==> src/rtl/burst_arb_pkg.sv <==
// Shared types and the round-robin search function for the burst grant arbiter.
package burst_arb_pkg;

    // Widest requester vector the search function handles.
    localparam int unsigned MaxReq = 32;
    localparam int unsigned MaxIdW = 5;

    typedef enum logic [1:0] {
        StIdle,
        StGrant,
        StRelease
    } state_e;

    typedef struct packed {
        logic        valid;
        int unsigned idx;
    } pick_t;

    // First set bit of req[n-1:0] at or above ptr, wrapping past n-1 to 0.
    // Walking ptr, ptr+1, ... mod n is the rotate / find-first / unrotate in one pass.
    function automatic pick_t rr_pick(input logic [MaxReq-1:0] req,
                                      input int unsigned       ptr,
                                      input int unsigned       n);
        pick_t       res;
        int unsigned j;
        res = '0;
        for (int unsigned i = 0; i < MaxReq; i++) begin
            if (i < n && !res.valid) begin
                j = ptr + i;
                if (j >= n) begin
                    j = j - n;
                end
                if (req[j[MaxIdW-1:0]]) begin
                    res.valid = 1'b1;
                    res.idx   = j;
                end
            end
        end
        return res;
    endfunction

endpackage

==> src/rtl/rr_priority_picker.sv <==
// Combinational round-robin picker: lowest set request at or after ptr, with wrap.
module rr_priority_picker
    import burst_arb_pkg::*;
#(
    parameter int unsigned  NUM_REQ = 4,
    localparam int unsigned ID_W    = $clog2(NUM_REQ)
) (
    input  logic [NUM_REQ-1:0] req,
    input  logic [ID_W-1:0]    ptr,
    output logic               valid,
    output logic [ID_W-1:0]    idx
);

    logic [MaxReq-1:0] req_ext;
    pick_t             pick;
    logic              unused_pick;

    // Zero-extend the request vector and run the wrap-around search.
    always_comb begin
        req_ext              = '0;
        req_ext[NUM_REQ-1:0] = req;
        pick                 = rr_pick(req_ext, 32'(ptr), NUM_REQ);
    end

    assign valid       = pick.valid;
    assign idx         = pick.idx[ID_W-1:0];
    // Upper index bits are always zero for a valid pick.
    assign unused_pick = ^pick;

endmodule

==> src/rtl/burst_grant_arbiter.sv <==
// Round-robin arbiter handing out bursts of consecutive grant cycles to one requester.
module burst_grant_arbiter
    import burst_arb_pkg::*;
#(
    parameter int unsigned  NUM_REQ = 4,
    parameter int unsigned  CNT_W   = 3,
    localparam int unsigned ID_W    = $clog2(NUM_REQ)
) (
    input  logic               clk,
    input  logic               reset,
    input  logic [NUM_REQ-1:0] req,
    input  logic [CNT_W-1:0]   num_grants,
    output logic [NUM_REQ-1:0] gnt,
    output logic [ID_W-1:0]    gnt_id,
    output logic               last,
    output logic               busy
);

    state_e             state_q, state_d;
    logic [CNT_W-1:0]   count_q, count_d;
    logic [ID_W-1:0]    owner_q, owner_d;
    logic [ID_W-1:0]    rr_ptr_q, rr_ptr_d;

    logic [NUM_REQ-1:0] owner_oh;
    logic               owner_req;
    logic [ID_W-1:0]    next_ptr;
    logic [CNT_W-1:0]   eff_len_m1;
    logic [NUM_REQ-1:0] pick_req;
    logic [ID_W-1:0]    pick_ptr;
    logic               pick_valid;
    logic [ID_W-1:0]    pick_idx;

    assign owner_oh   = NUM_REQ'(1) << owner_q;
    assign owner_req  = req[owner_q];
    assign next_ptr   = (owner_q == ID_W'(NUM_REQ - 1)) ? '0 : owner_q + 1'b1;
    // A zero burst length is treated as a single grant cycle.
    assign eff_len_m1 = (num_grants == '0) ? '0 : num_grants - 1'b1;

    // In RELEASE the outgoing owner is excluded and the search starts just past it.
    always_comb begin
        pick_req = req;
        pick_ptr = rr_ptr_q;
        if (state_q == StRelease) begin
            pick_req = req & ~owner_oh;
            pick_ptr = next_ptr;
        end
    end

    rr_priority_picker #(
        .NUM_REQ(NUM_REQ)
    ) u_picker (
        .req  (pick_req),
        .ptr  (pick_ptr),
        .valid(pick_valid),
        .idx  (pick_idx)
    );

    // Next-state logic for the burst FSM, counter, owner and round-robin pointer.
    always_comb begin
        state_d  = state_q;
        count_d  = count_q;
        owner_d  = owner_q;
        rr_ptr_d = rr_ptr_q;
        unique case (state_q)
            StIdle: begin
                if (pick_valid) begin
                    state_d = StGrant;
                    owner_d = pick_idx;
                    count_d = eff_len_m1;
                end
            end
            StGrant: begin
                if (!owner_req) begin
                    // Owner gave up mid-burst: drop the grant without a last.
                    state_d  = StIdle;
                    rr_ptr_d = next_ptr;
                end else if (count_q == '0) begin
                    state_d = StRelease;
                end else begin
                    count_d = count_q - 1'b1;
                end
            end
            StRelease: begin
                // A held owner request keeps us here; nobody else is served.
                if (!owner_req) begin
                    rr_ptr_d = next_ptr;
                    if (pick_valid) begin
                        state_d = StGrant;
                        owner_d = pick_idx;
                        count_d = eff_len_m1;
                    end else begin
                        state_d = StIdle;
                    end
                end
            end
            default: begin
                state_d = StIdle;
            end
        endcase
    end

    // State registers with synchronous reset.
    always_ff @(posedge clk) begin
        if (reset) begin
            state_q  <= StIdle;
            count_q  <= '0;
            owner_q  <= '0;
            rr_ptr_q <= '0;
        end else begin
            state_q  <= state_d;
            count_q  <= count_d;
            owner_q  <= owner_d;
            rr_ptr_q <= rr_ptr_d;
        end
    end

    // Outputs are decoded from registered state only; last also qualifies on the owner's req.
    always_comb begin
        gnt    = (state_q == StGrant) ? owner_oh : '0;
        gnt_id = owner_q;
        last   = (state_q == StGrant) && (count_q == '0) && owner_req;
        busy   = (state_q != StIdle);
    end

endmodule

==> config.mk <==
export PLATFORM = sky130hd
export DESIGN_NAME = burst_grant_arbiter
export DESIGN_NICKNAME = d
export VERILOG_FILES = /design/src/rtl/burst_arb_pkg.sv /design/src/rtl/rr_priority_picker.sv /design/src/rtl/burst_grant_arbiter.sv
export SDC_FILE = /design/constraint.sdc
export NUM_CORES = 1
export LEC_CHECK = 0
export ABC_AREA = 0
export ABC_CLOCK_PERIOD_IN_PS = 4220
export BUFFER_PORTS_ARGS = -buffer_cell sky130_fd_sc_hd__buf_4
export CORE_MARGIN = 2
export CORE_UTILIZATION = 50
export DETAILED_ROUTE_END_ITERATION = 8
export HOLD_SLACK_MARGIN = 0.15
export PLACE_DENSITY = 0.71
export SETUP_SLACK_MARGIN = 0.5
export SLEW_MARGIN = 10
export SYNTH_ARGS = -nofsm -noshare
export SYNTH_HDL_FRONTEND = slang
export SYNTH_SLANG_ARGS = --single-unit
==> constraint.sdc <==
create_clock -name clk -period 4.22 [get_ports clk]
set_input_delay 0 -clock clk [delete_from_list [all_inputs] [get_ports clk]]
set_output_delay 0 -clock clk [all_outputs]
set_load 0.03 [all_outputs]
-- After elaboration in Yosys (flattened, before gate mapping)
Index checks and enable logic that the tools add are counted.
- word-level logic and storage cells: 91
- bits of input ports: 9
- flip-flop bits (word level): 9
- bitwise gates (word level): 3
- reduce and logical (&&, ||, !) cells: 13
- equal/unequal tests: 8
- magnitude comparators: 9
- add/sub/neg operators: 10
- shifts and indexed selects: 1
- mux-type cells: 43
- operators with widths (operator ; count):
    $mux W33 ; 7
    $mux W32 ; 7
    $ge A32 B3 Y1 const B ; 3
    $sub A32 B3 Y32 const B ; 3
    $lt A5 B6 Y1 const B ; 4
    $bmux W1 S5 ; 4
    $mux W2 ; 8
    $mux W3 ; 5
    $pmux W3 S3 ; 1
    $mux W4 ; 2
    $add A2 B2 Y3 const B ; 2
    $logic_not A3 Y1 ; 2
    $mux W1 ; 6
    $ne A2 B2 Y1 const B ; 3
    $pmux W2 S3 ; 1
    $sub A3 B1 Y3 const B ; 2
    $and A4 B4 Y4 ; 1
    $eq A2 B2 Y1 const B ; 2
    $not A4 Y4 ; 1
    $pmux W2 S2 ; 1
    $reduce_and A2 Y1 ; 2
    $reduce_and A4 Y1 ; 1
    $reduce_bool A2 Y1 ; 2
    $shl A1 B2 Y4 const A ; 1
    15 further kinds ; 16

-- Longest topological paths before layout
- word-level depth: 26
- mapped depth: 14
- depth with buffers taken out: 13

-- Modules after synthesis
A second synthesis with hierarchy kept.
- cells, all modules: 119
- area total of the unflattened synthesis: 1044.8 um^2
- by module, submodules not included (module ; area each (um^2) ; times used ; cells an instance):
    burst_grant_arbiter ; 747.0 ; 1 ; 89
    rr_priority_picker ; 297.8 ; 1 ; 30

-- Least setup slack after synthesis
Ideal clock, no wire load.
- path kind: register -> register
- start point: reg owner_q[0], in the netlist gnt_id[0]
- end point: reg state_q[0]
- path buffers: 1
- path slack: 0.856 ns
- period minus slack after synthesis: 3.364 ns
- data arrival time: 3.242 ns
- setup time: 0.122 ns
- cell stages (with the launch flop): 12
- path through: dfxtp_1 inv_1 ha_1 mux2_4 ha_1 clkbuf_1 nor3_1 nor3b_1 a221oi_4 nor2_1 nor2_1 a221o_1
- cells in the longest elaborated chain, start to end: 16
- elaborated cells on any way between the ends: 51
- classes of those cells: 8 x add/sub; 4 x order compare; 4 x eq/ne; 1 x shift; 31 x mux; 2 x bitwise; 1 x reduce/logical
- RTL lines (what ; RTL line ; RTL):
    start: declaration ; burst_grant_arbiter.sv:21 ; logic [ID_W-1:0] owner_q, owner_d;
    start signal: assignment ; burst_grant_arbiter.sv:112 ; owner_q <= owner_d;
    $add A2 B1 Y2 or $eq A2 B2 Y1 (tied branches) ; burst_grant_arbiter.sv:35 ; assign next_ptr = (owner_q == ID_W'(NUM_REQ - 1)) ? '0 : owner_q + 1'b1;
    $mux W2 (*) ; burst_grant_arbiter.sv:35 ;
    named net next_ptr[1] ; burst_grant_arbiter.sv:26 ; logic [ID_W-1:0] next_ptr;
    $mux W2 (*) ; burst_grant_arbiter.sv:43 ; if (state_q == StRelease) begin
    $add A2 B1 Y3 ; burst_arb_pkg.sv:29 ; j = ptr + i;
    $sub A32 B3 Y32 or $ge A32 B3 Y1 (tied branches) ; burst_arb_pkg.sv:31, burst_arb_pkg.sv:30 ;
    $mux W32 ; burst_arb_pkg.sv:30 ; if (j >= n) begin
    $mux W32 ; burst_arb_pkg.sv:28 ; if (i < n && !res.valid) begin
    $bmux W1 S5 ; burst_arb_pkg.sv:33 ; if (req[j[MaxIdW-1:0]]) begin
    $mux W1 (implied by the code) ; burst_arb_pkg.sv:33 ;
    $mux W33 ; burst_arb_pkg.sv:33 ;
    $mux W33 (2 in a row) ; burst_arb_pkg.sv:28 ;
    $mux W33 (*) ; burst_arb_pkg.sv:28 ;
    $mux W1 ; burst_grant_arbiter.sv:87 ; if (pick_valid) begin
    $mux W2 ; burst_grant_arbiter.sv:85 ; if (!owner_req) begin
    $pmux W2 S3 ; burst_grant_arbiter.sv:64 ; unique case (state_q)
    end signal: assignment ; burst_grant_arbiter.sv:105 ; state_q <= StIdle;
    end signal: assignment ; burst_grant_arbiter.sv:110 ; state_q <= state_d;
    end: declaration ; burst_grant_arbiter.sv:19 ; state_e state_q, state_d;
Mark *: on every way through the listed nets, which the timed path passes. The rest lies on a longest branch. The select of a mux whose other input is x is not followed.
A chain may end at the register's enable or synchronous reset.

-- Worst setup path after layout
- start point: reg state_q[0]
- end point: reg count_q[2]
- cells in the longest elaborated chain, start to end: 15
- elaborated cells on any way between the ends: 46
- classes of those cells: 7 x add/sub; 4 x order compare; 5 x eq/ne; 27 x mux; 3 x reduce/logical
- RTL lines (what ; RTL line ; RTL):
    $eq A2 B2 Y1 ; burst_grant_arbiter.sv:43, burst_grant_arbiter.sv:64 ;
    $mux W2 ; burst_grant_arbiter.sv:43 ;
    $add A2 B1 Y3 ; burst_arb_pkg.sv:29 ;
    $sub A32 B3 Y32 or $ge A32 B3 Y1 (tied branches) ; burst_arb_pkg.sv:31, burst_arb_pkg.sv:30 ;
    $mux W32 ; burst_arb_pkg.sv:30 ;
    $mux W32 ; burst_arb_pkg.sv:28 ;
    $bmux W1 S5 ; burst_arb_pkg.sv:33 ;
    $mux W1 (implied by the code) ; burst_arb_pkg.sv:33 ;
    $mux W33 ; burst_arb_pkg.sv:33 ;
    $mux W33 (3 in a row) ; burst_arb_pkg.sv:28 ;
    $mux W3 (2 in a row) ; -- ;
    $pmux W3 S3 ; burst_grant_arbiter.sv:64 ;
    end signal: assignment ; burst_grant_arbiter.sv:111 ; count_q <= count_d;
    end: declaration ; burst_grant_arbiter.sv:20 ; logic [CNT_W-1:0] count_q, count_d;
Several ways; a longest one is shown, not always the timed one. The select of a mux whose other input is x is not followed.

==> results.py <==
metrics = {
    "floorplan": {
        "dieArea_mm2": 0.00274,
        "std_cell_rows": 17,
        "ioPinCount": 17,
        "coreArea_mm2": 0.00221,
        "die_height_um": 52.4,
        "dieWidth_um": 52.4,
        "floorplan.initialDensity_pct": 52.9,
    },
    "sta": {
        "tns_ns": 0,
        "min_period_ns": 3.44,
        "relSlewSlack_pct": 58.1,
        "setup_viol": 0,
        "max_freq_ghz": 0.290,
        "report.final.slew_viol_count": 0,
        "tightest_slew_ns": 0.623,
        "period_share_pct": 81.6,
        "timing.final.hold_violations": 0,
        "rsz0062_at_grt": "false",
        "skew_ns": 0.00724,
    },
    "detailed_routing": {
        "route.vias.total": 1126,
        "routedWlPerCell_um": 13.9,
        "drc": 0,
        "routed_wl_um": 2670,
        "routed_via_density": 5.86,
        "antenna_left": 0,
        "drt-pass1-iter-count": 4,
        "drt_iter0_markers": 37,
    },
    "power": {
        "p_switching_mw": 0.410,
        "p_leak_nw": 0.575,
        "p_clk_share_pct": 8.3,
        "peakVddDrop_uv": 350,
        "power.density_mw_per_mm2": 609,
        "pwr-share-comb_pct": 73.5,
        "seqPwrFrac_pct": 18.2,
        "netSwitchingFraction_pct": 50.1,
        "p_int_mw": 0.409,
    },
    "yosys": {
        "synth-edff-count": 0,
        "synth_commonest_cells": "16 x nor2_1, 14 x ha_1, 13 x inv_1",
        "synth_top_area_share_pct": 15.4,
        "ys_warn_count": 0,
        "synth_most_common_cell": "nor2_1",
        "ys_ff_latch": 9,
        "syn_area_per_cell_um2": 7.96,
        "synth_top_area_cell": "dfxtp_1",
        "syn_nets": 170,
        "synthesis.instances": 147,
        "synth.distinct_cells": 43,
        "ys_seq_area_share_pct": 15.4,
        "synth_area_leaders": "dfxtp_1 15%, ha_1 15%, nor2_1 5.1%",
        "async_reset_ff_share_pct": 0,
        "synth_ff_type": "dfxtp_1",
        "netlist_area_mm2": 0.00117,
    },
    "placement": {
        "gp_congestion": 0.891,
        "hpwl_um": 2100,
        "io_buffers": 16,
        "dp.cells": 187,
    },
    "clock_network": {
        "tritoncts": "yes",
        "clock_latency_ns": 0.27,
        "clock-root-buffer": "clkbuf_4",
        "cts.clk_slew.worst_paths_ns": 0.06,
        "cts_num_sinks": 9,
        "ctsResizeCount": 0,
        "numCtsBuffers": 3,
        "cts.htree.levels": 1,
        "cts_buffer_depth": 2,
    },
    "finish": {
        "final_layout_size_suffix_gt1_share_pct": 17.1,
        "final_nets": 188,
        "areaGrowthSynthToFinish_pct": 15.0,
        "antennaDiodeCount": 0,
        "final_cells": 192,
    },
    "global_route": {
        "track_usage_pct": 22.0,
        "grt_remaining_overflow": 0,
        "grt_pass1_wl_um": 4550,
        "grt_pass1_vias": 992,
        "antenna_found_initial": 0,
        "grt_max_degree": 15,
    },
    "worst_setup_path": {
        "cpPeakStageDelay_ns": 0.51,
        "startpoint_type": "flop",
        "critPathSlowestCell": "or4_1",
        "cp.required_ns": 4.43,
        "path_max_fanout": 12,
        "arrival_ns": 3.66,
        "crit_path_end_kind": "flop",
        "worst-setup-path-type": "reg2reg",
        "path_cells": "inv_1, ha_1, buf_4, a21oi_2, inv_2, ha_1, inv_1, nor2_1, mux2_4, a221oi_4, nor3_2, or4_1, nand3_1",
        "cpLargestDelayFamily": "simple AND/OR/NAND/NOR gates",
        "worstPathBufferInverterCount": 4,
    },
    "min_path": {
        "hp-class": "in2reg",
    },
    "flow_run": {
        "cap_violations": 0,
    },
    "run_status": {
        "outcome": "finished clean",
    },
}
-- logic make-up after synthesis --
family          share of synthesized area, %
flops                                   15.4
buf+inv                                 6.52
mux                                     9.20
fa+ha+maj                               15.0
simple gates                            25.5
compound gates                          28.5
-- registers in the layout, summed over array words and instances, names as in the netlist --
register,flops
rr_ptr_q,2
count_q,3
gnt_id,2
state_q,2
-- worst min-delay path: cells and delay by family --
family | cells | cell delay, ns
AOI/OAI and AO/OA | 1 | 0.08
buffers and inverters | 1 | 0.09
and+or+nand+nor | 3 | 0.20
-- layer usage --
metal | share of wire, % | global-route usage, % | routed length, um
met3 | 5.8 | 4.29 | 155
met2 | 43 | 34.2 | 1160
met5 | 0 | 0 | 0
met4 | 0.34 | 2.56 | 9
met1 | 51 | 32.1 | 1350
-- cell usage in the layout (no fill, tap or decap), drive strengths merged, types with 3 or more instances in the layout --
cell	Yosys	final
buf	2	17
nor2	17	17
ha	14	14
inv	14	14
dfxtp	9	9
a21oi	9	9
o21ai	8	8
and2	6	6
nor3	5	5
nor2b	4	4
a221o	4	4
nand2b	4	4
mux2i	4	4
nand2	4	4
a211oi	4	4
clkbuf	3	4
nor3b	3	3
o21a	3	3
o221ai	3	3
mux2	3	3
a21boi	3	3
-- stage by stage --
step	utilization [%]	total power [mW]	setup slack [ns]	instance area (um^2)	hold WS (ns)
floorplan	-	0.609	0.856	1170	0.186
global placement	59.2	0.742	0.846	1310	0.280
detailed placement	59.2	0.747	0.803	1310	0.283
CTS	60.8	0.821	0.792	1350	0.160
global route	60.8	0.905	0.553	1350	0.181
finish	60.8	0.819	0.776	1350	0.164
-- area by class of cell --
type	instances	area [um^2]
Timing Repair Buffer	18	138
Sequential cell	9	180
Tap cell	28	35.0
Clock buffer	4	26.3
Multi-Input combinational cell	119	913
Inverter	14	52.6
Fill cell	210	867
-- final timing paths --
| kind | from | end | slack [ns] | cells past startpoint |
|---|---|---|---|---|
| worst max register to register | state_q[0] | count_q[2] | 0.78 | 13 |
| worst min register to register | count_q[1] | count_q[1] | 0.47 | 2 |
| worst min-delay path | num_grants[0] | count_q[0] | 0.16 | 5 |
| worst max-delay path | state_q[0] | count_q[2] | 0.78 | 13 |
-- power groups by stage --
stage,Combinational [mW],Sequential (mW),Clock (mW)
after global routing,0.673,0.154,0.0783
after detailed placement,0.597,0.150,0
after global placement,0.593,0.149,0
after CTS,0.600,0.149,0.0719
after floorplan,0.454,0.155,0
final,0.602,0.149,0.0681
-- what timing repair did --
item | in CTS | in global routing
endpoints found under the setup margin | 0 | 0
hold buffers | 1 | 0
setup buffers | 0 | 0
endpoints found under the hold margin | 7 | 0
Power figures use the tool's default switching activity.
